**config.mk**
```make
export PLATFORM = sky130hd
export DESIGN_NAME = serial_subtractor
export DESIGN_NICKNAME = d
export VERILOG_FILES = /design/src/rtl/serial_subtractor.sv
export SDC_FILE = /design/constraint.sdc
export NUM_CORES = 1
export LEC_CHECK = 0
export ABC_CLOCK_PERIOD_IN_PS = 1500
export BUFFER_PORTS_ARGS = -buffer_cell sky130_fd_sc_hd__buf_4
export CAP_MARGIN = 30
export CELL_PAD_IN_SITES_DETAIL_PLACEMENT = 1
export CELL_PAD_IN_SITES_GLOBAL_PLACEMENT = 1
export CORE_MARGIN = 2
export CORE_UTILIZATION = 39
export CTS_CLUSTER_SIZE = 30
export DETAILED_ROUTE_END_ITERATION = 10
export HOLD_SLACK_MARGIN = 0.02
export PLACE_DENSITY = 0.79
export RECOVER_POWER = 100
export SLEW_MARGIN = 0
export SYNTH_ARGS = -nofsm -noshare
export SYNTH_HDL_FRONTEND = slang
export SYNTH_SLANG_ARGS = --single-unit
export TNS_END_PERCENT = 10
```
**constraint.sdc**
```tcl
create_clock -name clk -period 1.5 [get_ports clk]
set_input_delay 0.3 -clock clk [delete_from_list [all_inputs] [get_ports clk]]
set_output_delay 0.3 -clock clk [all_outputs]
set_load 0.02 [all_outputs]
```
**src/rtl/serial_subtractor.sv**
```systemverilog
// Bit-serial subtractor: computes diff = a - b - bin one bit per clock, LSB first,
// using a single full-subtractor slice and a registered borrow.
module serial_subtractor #(
   parameter int WIDTH = 8,
   parameter int CNT_W = $clog2(WIDTH) + 1
) (
   input  logic             clk,
   input  logic             rst_n,
   input  logic             start,
   input  logic [WIDTH-1:0] a,
   input  logic [WIDTH-1:0] b,
   input  logic             bin,
   output logic             busy,
   output logic             done,
   output logic [WIDTH-1:0] diff,
   output logic             borrow,
   output logic             overflow,
   output logic             zero
);

   typedef enum logic [1:0] {
      IDLE  = 2'b00,
      SHIFT = 2'b01,
      DONE  = 2'b10
   } state_t;

   state_t state_q, state_d;

   logic [WIDTH-1:0] opA_q, opA_d;
   logic [WIDTH-1:0] opB_q, opB_d;
   logic [WIDTH-2:0] res_q, res_d;
   logic             br_q, br_d;
   logic [CNT_W-1:0] cnt_q, cnt_d;
   logic             aMsb_q, aMsb_d;
   logic             bMsb_q, bMsb_d;
   logic [WIDTH-1:0] diff_q, diff_d;
   logic             borrow_q, borrow_d;
   logic             overflow_q, overflow_d;
   logic             zero_q, zero_d;

   logic             ai, bi, dBit, brNext, lastBit;
   logic [WIDTH-1:0] resNext;

   assign ai      = opA_q[0];
   assign bi      = opB_q[0];
   assign dBit    = ai ^ bi ^ br_q;
   assign brNext  = (~ai & bi) | (~(ai ^ bi) & br_q);
   assign resNext = {dBit, res_q};
   assign lastBit = (cnt_q == CNT_W'(WIDTH - 1));

   always_ff @(posedge clk or negedge rst_n) begin
      if (!rst_n) begin
         state_q <= IDLE;
      end else begin
         state_q <= state_d;
      end
   end

   always_comb begin
      state_d = state_q;
      case (state_q)
         IDLE:    if (start) state_d = SHIFT;
         SHIFT:   if (lastBit) state_d = DONE;
         DONE:    state_d = IDLE;
         default: state_d = IDLE;
      endcase
   end

   always_comb begin
      busy = (state_q == SHIFT);
      done = (state_q == DONE);
   end

   // Operand capture, bit slicing and result publication happen only on the
   // IDLE->SHIFT and SHIFT->DONE transitions; everything else holds.
   always_comb begin
      opA_d      = opA_q;
      opB_d      = opB_q;
      res_d      = res_q;
      br_d       = br_q;
      cnt_d      = cnt_q;
      aMsb_d     = aMsb_q;
      bMsb_d     = bMsb_q;
      diff_d     = diff_q;
      borrow_d   = borrow_q;
      overflow_d = overflow_q;
      zero_d     = zero_q;
      case (state_q)
         IDLE: begin
            if (start) begin
               opA_d  = a;
               opB_d  = b;
               br_d   = bin;
               cnt_d  = '0;
               res_d  = '0;
               aMsb_d = a[WIDTH-1];
               bMsb_d = b[WIDTH-1];
            end
         end
         SHIFT: begin
            opA_d = opA_q >> 1;
            opB_d = opB_q >> 1;
            br_d  = brNext;
            res_d = resNext[WIDTH-1:1];
            cnt_d = cnt_q + CNT_W'(1);
            if (lastBit) begin
               diff_d     = resNext;
               borrow_d   = brNext;
               overflow_d = (aMsb_q ^ bMsb_q) & (aMsb_q ^ dBit);
               zero_d     = (resNext == '0);
            end
         end
         default: ;
      endcase
   end

   always_ff @(posedge clk or negedge rst_n) begin
      if (!rst_n) begin
         opA_q      <= '0;
         opB_q      <= '0;
         res_q      <= '0;
         br_q       <= 1'b0;
         cnt_q      <= '0;
         aMsb_q     <= 1'b0;
         bMsb_q     <= 1'b0;
         diff_q     <= '0;
         borrow_q   <= 1'b0;
         overflow_q <= 1'b0;
         zero_q     <= 1'b0;
      end else begin
         opA_q      <= opA_d;
         opB_q      <= opB_d;
         res_q      <= res_d;
         br_q       <= br_d;
         cnt_q      <= cnt_d;
         aMsb_q     <= aMsb_d;
         bMsb_q     <= bMsb_d;
         diff_q     <= diff_d;
         borrow_q   <= borrow_d;
         overflow_q <= overflow_d;
         zero_q     <= zero_d;
      end
   end

   assign diff     = diff_q;
   assign borrow   = borrow_q;
   assign overflow = overflow_q;
   assign zero     = zero_q;

endmodule

```
-- Word level (Yosys, flattened, before mapping)
Index checks and enable logic that the tools add are counted.
- add/subtract/negate cells: 1
- multipliers: 0
- divide/modulo/power cells: 0
- magnitude comparators: 0
- equal/unequal tests: 5
- shift-type cells: 0
- multiplexer cells: 13
- bitwise operators: 10
- reduce and logical (&&, ||, !) cells: 7
- operators by type and width (operator ; count):
    8-bit case mux with 2 select lines ; 2
    8-bit 2-to-1 mux ; 2
    7-bit case mux with 2 select lines ; 1
    8-bit logical NOT ; 1
    4-bit case mux with 2 select lines ; 1
    2-bit AND reduction ; 4
    7-bit 2-to-1 mux ; 1
    4-bit by 1-bit adder with 4-bit output (second input constant) ; 1
    4-bit by 3-bit == test with 1-bit output (second input constant) ; 1
    2-bit 2-to-1 mux ; 2
    4-bit 2-to-1 mux ; 1
    2-bit case mux with 2 select lines ; 1
    1-bit bitwise XOR ; 4
    1-bit AND ; 3
    2-bit by 1-bit == test with 1-bit output (second input constant) ; 1
    2-bit == test (second input constant) ; 1
    2-bit logical NOT ; 1
    2-bit by 1-bit inequality test with 1-bit output (second input constant) ; 1
    2-bit inequality test (second input constant) ; 1
    1-bit inverter ; 2
    1-bit case mux with 2 select lines ; 1
    2-bit nonzero test ; 1
    1-bit 2-to-1 mux ; 1
    1-bit OR ; 1
- flip-flop bits (word level): 43
- bits in latches: 0
- memory bits (writable): 0
- memory bits (read-only): 0
- input port bits: 20
- output and inout bits: 13
- word-level logic and storage cells: 48
- memories: 0

-- Longest topological paths before layout
Gate-level depths: netlist (run 1).
- depth in word-level cells: 5
- gate-level depth with buffers: 5
- gate-level depth less buffers: 5

-- Worst setup path after synthesis (run 1)
No wires, ideal clock.
- path kind: flip-flop to flip-flop
- start: reg opA_q[0]
- end: reg overflow_q (netlist: overflow)
- setup time: 0.125 ns
- arrival time: 1.334 ns
- required time: 1.375 ns
- setup slack: 0.040 ns
- stages on the path, launching flop included: 5
- path buffers: 0
- clock period less this slack: 1.460 ns
- cell sequence: dfrtp_1 inv_1 fa_1 o22ai_1 mux2_4
- cells in the longest elaborated chain, start to end: 4
- RTL lines (item ; RTL line ; RTL):
    start: declaration ; 29 ; logic [WIDTH-1:0] opA_q, opA_d;
    start signal: assignment ; 131 ; opA_q <= opA_d;
    1-bit bitwise XOR (2 in a row) ; 46 ; assign dBit = ai ^ bi ^ br_q;
    1-bit bitwise XOR ; 109 ; overflow_d = (aMsb_q ^ bMsb_q) & (aMsb_q ^ dBit);
    1-bit AND ; 109 ;
    end signal: assignment ; 140 ; overflow_q <= overflow_d;
    end: declaration ; 38 ; logic overflow_q, overflow_d;
Every way passes these cells.
A chain may end at the register's enable or synchronous reset.

-- Worst setup path after layout (run 1)
Ends and elaborated chain as after synthesis.

==> flow_summary.ini, run 1 <==
[floorplan]
fp.dieW_um = 75.8
initial_core_util_pct = 39.9
rows = 26
die_h_um = 75.8
coreArea_sq_um = 5040
ios = 33
dieArea_sq_um = 5740

[setup_path]
critPathCaptureType = register
cp.required_ns = 1.69
path_delay_family = adder cells
slowest_delay_ns = 0.59
cp_slowest_cell = fa_1
crit_chain = inv_1 -> fa_1 -> o22ai_1 -> mux2_4
path_max_fanout = 3
path_class = register to register
critPathBufInv = 1
startpoint_type = register
crit_arrival_ns = 1.71

[detailed_routing]
first_pass_iters = 4
wire_per_inst_um = 16.7
num_vias = 1522
wirelength_um = 4800
drc = 0
drt_iter0_markers = 53
ant_nets = 0
vias_per_cell = 5.30

[synthesis]
synth_cell_type_count = 32
syn_avg_cell_area_sq_um = 11.5
synth.net_count = 198
seq_area_frac_synth_pct = 53.5
synth_warnings = 0
synth-seq-cells = 43
netlist_instances = 175
syn-cell-area_sq_um = 2010

[power_and_ir_drop]
power-per-cell-area_nw_per_um2 = 2150
peakVddDrop_v = 0.000778
p_leak_nw = 1.10
power_w = 0.00536

[status]
violations = setup timing
status = finished, violations left

[sta]
worst_clock_skew_ns = 0.00845
rsz0062_at_grt = yes
maxSlewHeadroom_pct = 35.5
hold_viol_final = 0
slew_viol_final = 0
layout_min_cycle_time_ns = 1.52
fmax_ghz = 0.658
worstMarginPinSlew_ns = 0.967
fin_hold_ws_ns = 0.241
period_share_pct = 101
setup_viol = 1
finalWorstSetupSlack_ns = -0.0208

[layout]
final_common_cell = dfrtp_1
antenna_cells = 0
layout-drive-gt1-share_pct = 26.7
area_growth_pct = 24.3
final_cell_mix = dfrtp_1, buf_4, nor2b_1, a21oi_1, o21ai_0
final_cells = 287
layout.nets = 239
final_util_pct = 49.6

[global_routing]
overflow = 0
grt_pass1_vias = 1547
grt_max_degree = 44
antenna_found_initial = 0
track_usage_pct = 17.8
grt_pass1_wl_um = 7740

[cts]
clk_latency_ns = 0.29
cts_buffers = 5
clock_sinks = 43
clockBufferDepth = 2
cts-root-buf = clkbuf_8
clk_pin_slew_ns = 0.09
htreeDepth = 2
cts_tree = built

[run]
cap_violations = 0

[hold_path]
hp-class = input pin to register

[placed_design]
portBuffers = 32
placedCellCount = 276
place.gp.congestion = 0.706
hpwl_um = 3260
-- Yosys cell counts --
cell type | count | area share, %
mux2_4 | 7 | 5.2
o21ai_0 | 9 | 2.2
and2b_4 | 1 | 0.50
nor3_4 | 1 | 0.81
a22oi_1 | 14 | 5.2
mux2i_1 | 3 | 1.5
nand2b_4 | 1 | 0.68
a21oi_1 | 15 | 3.7
o21bai_1 | 1 | 0.37
nor4_1 | 2 | 0.62
inv_2 | 1 | 0.19
a22o_1 | 8 | 3.5
nand2_1 | 8 | 1.5
or3_1 | 1 | 0.31
nand3_1 | 3 | 0.75
and2b_1 | 1 | 0.37
o22ai_1 | 1 | 0.31
mux2_2 | 2 | 1.1
dfrtp_1 | 43 | 54
buf_2 | 5 | 1.2
a2bb2oi_1 | 4 | 1.7
nor2_1 | 1 | 0.19
fa_1 | 2 | 2.0
clkbuf_1 | 3 | 0.56
o21ai_1 | 10 | 2.5
inv_1 | 5 | 0.93
nor2b_1 | 15 | 4.7
nand2b_1 | 2 | 0.62
ha_1 | 1 | 0.62
buf_6 | 1 | 0.56
mux2_1 | 2 | 1.1
buf_4 | 2 | 0.75
-- metrics by stage --
step	TNS, ns	cell area, sq um	setup WS, ns
after detailed placement	-0.0774	2360	-0.0774
final	-0.0208	2500	-0.0208
after CTS	-0.0501	2510	-0.0314
after global routing	-0.311	2500	-0.0960
after global placement	0	2360	0.0169
after floorplan	0	2010	0.0405
-- worst register-to-register path, cell delays in order, from the launching register on --
cell and delay (ns):
dfrtp_1 0.37, inv_1 0.09, fa_1 0.59, o22ai_1 0.11
mux2_4 0.26
-- state kept, by name, summed over array words and instances, names as in the netlist, 2 cells and up --
| name | count |
|---|---|
| opA_q | 8 |
| cnt_q | 4 |
| res_q | 7 |
| state_q | 2 |
| opB_q | 8 |
| diff | 8 |
-- metal layers --
layer | GRT usage (%) | vias to the layer above | share of wire, %
met2 | 27.6 | 30 | 48
li1 | - | 708 | -
met3 | 3.44 | 5 | 3.4
met4 | 5.26 | 0 | 0.96
met5 | 0 | - | 0
met1 | 25.4 | 779 | 47
-- report_power, final --
part	leakage, nW	switching [W]	internal (W)
sequential	0.554	0.000439	0.00165
clock	0.0612	0.000395	0.000539
combinational	0.489	0.00122	0.00111
-- kinds of logic after synthesis --
logic type      Yosys count  share of synthesized area [%]
flops                    43                           53.5
mux                      14                           8.97
fa+ha+maj                 3                           2.62
buf+inv                  17                           4.23
compound gates           62                           19.6
simple gates             36                           11.0
-- layout make-up --
type                            instances  area [sq um]
Clock buffer                            6          82.6
Clock inverter                          2          35.0
Fill cell                             555          2540
Inverter                                6          22.5
Multi-Input combinational cell        115           875
Sequential cell                        43          1080
Tap cell                               70          87.6
Timing Repair Buffer                   45           320
-- what timing repair did --
action                     in CTS  in global routing
buffers inserted                2                  0
setup endpoints to repair       2                 13
pin swaps                       1                  1
hold buffers                    1                  0
gates resized for setup         2                 12
hold endpoints to repair       43                  0
-- path summary, 6_finish.rpt --
path | start | to | slack (ns) | cells past startpoint
worst min register to register | diff[0]$_DFFE_PN0P_ | diff[0]$_DFFE_PN0P_ | 0.51 | 1
max in group asynchronous | rst_n | br_q$_DFFE_PN0P_ | 0.20 | 2
min in group asynchronous | rst_n | diff[0]$_DFFE_PN0P_ | 0.69 | 2
worst max register to register | opA_q[0]$_DFFE_PN0P_ | overflow$_DFFE_PN0P_ | -0.02 | 4
worst max-delay path | opA_q[0]$_DFFE_PN0P_ | overflow$_DFFE_PN0P_ | -0.02 | 4
worst min-delay path | b[7] | bMsb_q$_DFFE_PN0P_ | 0.24 | 2
Note: power is estimated with default switching activity, not from simulation.
==> inputs of run 2 (changes only) <==
--- a/config.mk
+++ b/config.mk
@@ -12,10 +12,11 @@
 export CELL_PAD_IN_SITES_GLOBAL_PLACEMENT = 1
 export CORE_MARGIN = 2
 export CORE_UTILIZATION = 39
+export CTS_CLUSTER_DIAMETER = 100
 export CTS_CLUSTER_SIZE = 30
 export DETAILED_ROUTE_END_ITERATION = 10
 export HOLD_SLACK_MARGIN = 0.02
-export PLACE_DENSITY = 0.79
+export PLACE_DENSITY_LB_ADDON = 0.1
 export RECOVER_POWER = 100
 export SLEW_MARGIN = 0
 export SYNTH_ARGS = -nofsm -noshare
==> run 2 against run 1 <==
Against the previous run:
- the run still ends with setup timing left
- largest power group unchanged
- design area up 4.8%
- maximum frequency shrank 1.2%
- worst setup slack got worse by 0.018 ns
- highest routed layer unchanged
==> flow_summary.ini, run 2 (synthesis results as in run 1) <==
[sta]
fmax_ghz = 0.650
maxSlewHeadroom_pct = 35.5
setup_viol = 5
slew_viol_final = 0
fin_hold_ws_ns = 0.233
worstMarginPinSlew_ns = 0.968
rsz0062_at_grt = yes
period_share_pct = 103
worst_clock_skew_ns = 0.00994
finalWorstSetupSlack_ns = -0.0390
layout_min_cycle_time_ns = 1.54
setup_tns_ns = -0.121
hold_viol_final = 0

[floorplan]
initial_core_util_pct = 39.9
ios = 33
fp.dieW_um = 75.8
coreArea_sq_um = 5040
rows = 26
die_h_um = 75.8
dieArea_sq_um = 5740

[global_routing]
grt_max_degree = 44
grt_pass1_vias = 1636
track_usage_pct = 19.0
overflow = 0
grt_pass1_wl_um = 8020
antenna_found_initial = 0

[placed_design]
portBuffers = 32
pre_cts_slack_ns = 0.00285
hpwl_um = 3190
placed_area_sq_um = 2380
place.gp.congestion = 0.697

[power_and_ir_drop]
peakVddDrop_v = 0.000607
p_sw_share_pct = 37.9
switchingPower_w = 0.00215
seq_power_share_pct = 37.1
power-per-cell-area_nw_per_um2 = 2160
combPwrFrac_pct = 46.8
clock_power_share_pct = 16.0
p_leak_nw = 1.17
p_int_w = 0.00352

[run]
cap_violations = 0

[cts]
cts-root-buf = clkbuf_8
clock_sinks = 43
htreeDepth = 2
clk_pin_slew_ns = 0.09
clk_latency_ns = 0.30
clockBufferDepth = 2
cts_buffers = 5
cts_tree = built

[layout]
area_growth_pct = 30.3
fin_area_sq_um = 2620
antenna_cells = 0
layout.nets = 247
layout-drive-gt1-share_pct = 32.0
n_fill_cell = 557
final_common_cell = dfrtp_1
final_cell_mix = dfrtp_1, buf_4, nor2b_1, a21oi_1, a22oi_1

[setup_path]
path_max_fanout = 5
critPathCaptureType = register
crit_arrival_ns = 1.73
r2r_cells = 6
regToRegStartpoint = cnt_q[1]$_DFFE_PN0P_
ff2ff_setup_slack_ns = -0.04
r2r-end = diff[2]$_DFFE_PN0P_
startpoint_type = register
cp.required_ns = 1.69
path_class = register to register

[detailed_routing]
ant_nets = 0
wire_per_inst_um = 16.9
num_vias = 1547
drt_iter0_markers = 50
vias_per_cell = 5.24
first_pass_iters = 4
drc = 0
wirelength_um = 4970

[hold_path]
hp-class = input pin to register
min_from = a[7]
whs_endpoint = aMsb_q$_DFFE_PN0P_
hold_depth = 2

[status]
violations = setup timing
status = finished, violations left
==> run 2: how the worst max path moves through the flow <==
stage	start	endpoint	slack, ns	cells after the start
after CTS	opA_q[0]$_DFFE_PN0P_	zero$_DFFE_PN0P_	-0.01	5
after detailed placement	opA_q[0]$_DFFE_PN0P_	zero$_DFFE_PN0P_	0.003	5
final	cnt_q[1]$_DFFE_PN0P_	diff[2]$_DFFE_PN0P_	-0.04	6
after global placement	opA_q[0]$_DFFE_PN0P_	zero$_DFFE_PN0P_	0.06	5
after floorplan	opA_q[0]$_DFFE_PN0P_	overflow$_DFFE_PN0P_	0.04	4
after global routing	cnt_q[1]$_DFFE_PN0P_	diff[2]$_DFFE_PN0P_	-0.09	6
==> run 2: layout make-up <==
cell class / instances / area, sq um / area share [%]
clock inverter: 3 / 43.8 / 1.67
inverter: 6 / 30.0 / 1.15
clock buffer: 5 / 68.8 / 2.63
timing repair buffer: 53 / 428 / 16.3
sequential: 43 / 1080 / 41.2
tap: 70 / 87.6 / 3.35
multi-input combinational: 115 / 882 / 33.7
==> run 2: metrics by stage <==
| stage | instances | total power, W | utilization, % |
|---|---|---|---|
| CTS | 291 | 0.00555 | 50.6 |
| finish | 295 | 0.00567 | 51.9 |
| global placement | 279 | 0.00437 | 47.3 |
| global route | 295 | 0.00610 | 51.9 |
| floorplan | 175 | 0.00357 | - |
| detailed placement | 279 | 0.00447 | 47.3 |
==> run 2: what timing repair did <==
action / CTS / global route
hold buffers: 1 / 0
endpoints found under the setup margin: 3 / 15
setup buffers: 3 / 3
pin swaps: 0 / 3
gates resized for setup: 7 / 12
hold endpoints to repair: 43 / 0
cloned: 0 / 1
==> run 2: power groups by stage <==
stage,sequential [W],combinational (W),clock (W)
finish,0.00210,0.00265,0.000909
global route,0.00219,0.00293,0.000988
global placement,0.00205,0.00232,0
detailed placement,0.00208,0.00239,0
floorplan,0.00214,0.00142,0
CTS,0.00206,0.00256,0.000930
==> run 2: routing by layer <==
| layer | GRT usage [%] | wire [um] | vias up |
|---|---|---|---|
| met2 | 32.7 | 2630 | 27 |
| met5 | 0 | 0 | - |
| li1 | - | - | 723 |
| met4 | 5.85 | 51 | 0 |
| met1 | 23.3 | 2150 | 793 |
| met3 | 4.76 | 142 | 4 |
==> run 2: critical path, stage by stage (launching register included) <==
cell and delay, ns:
dfrtp_1 0.43, ha_4 0.18, nand2_4 0.06, nor3_4 0.18, buf_4 0.16, clkbuf_16 0.14
mux2_4 0.29
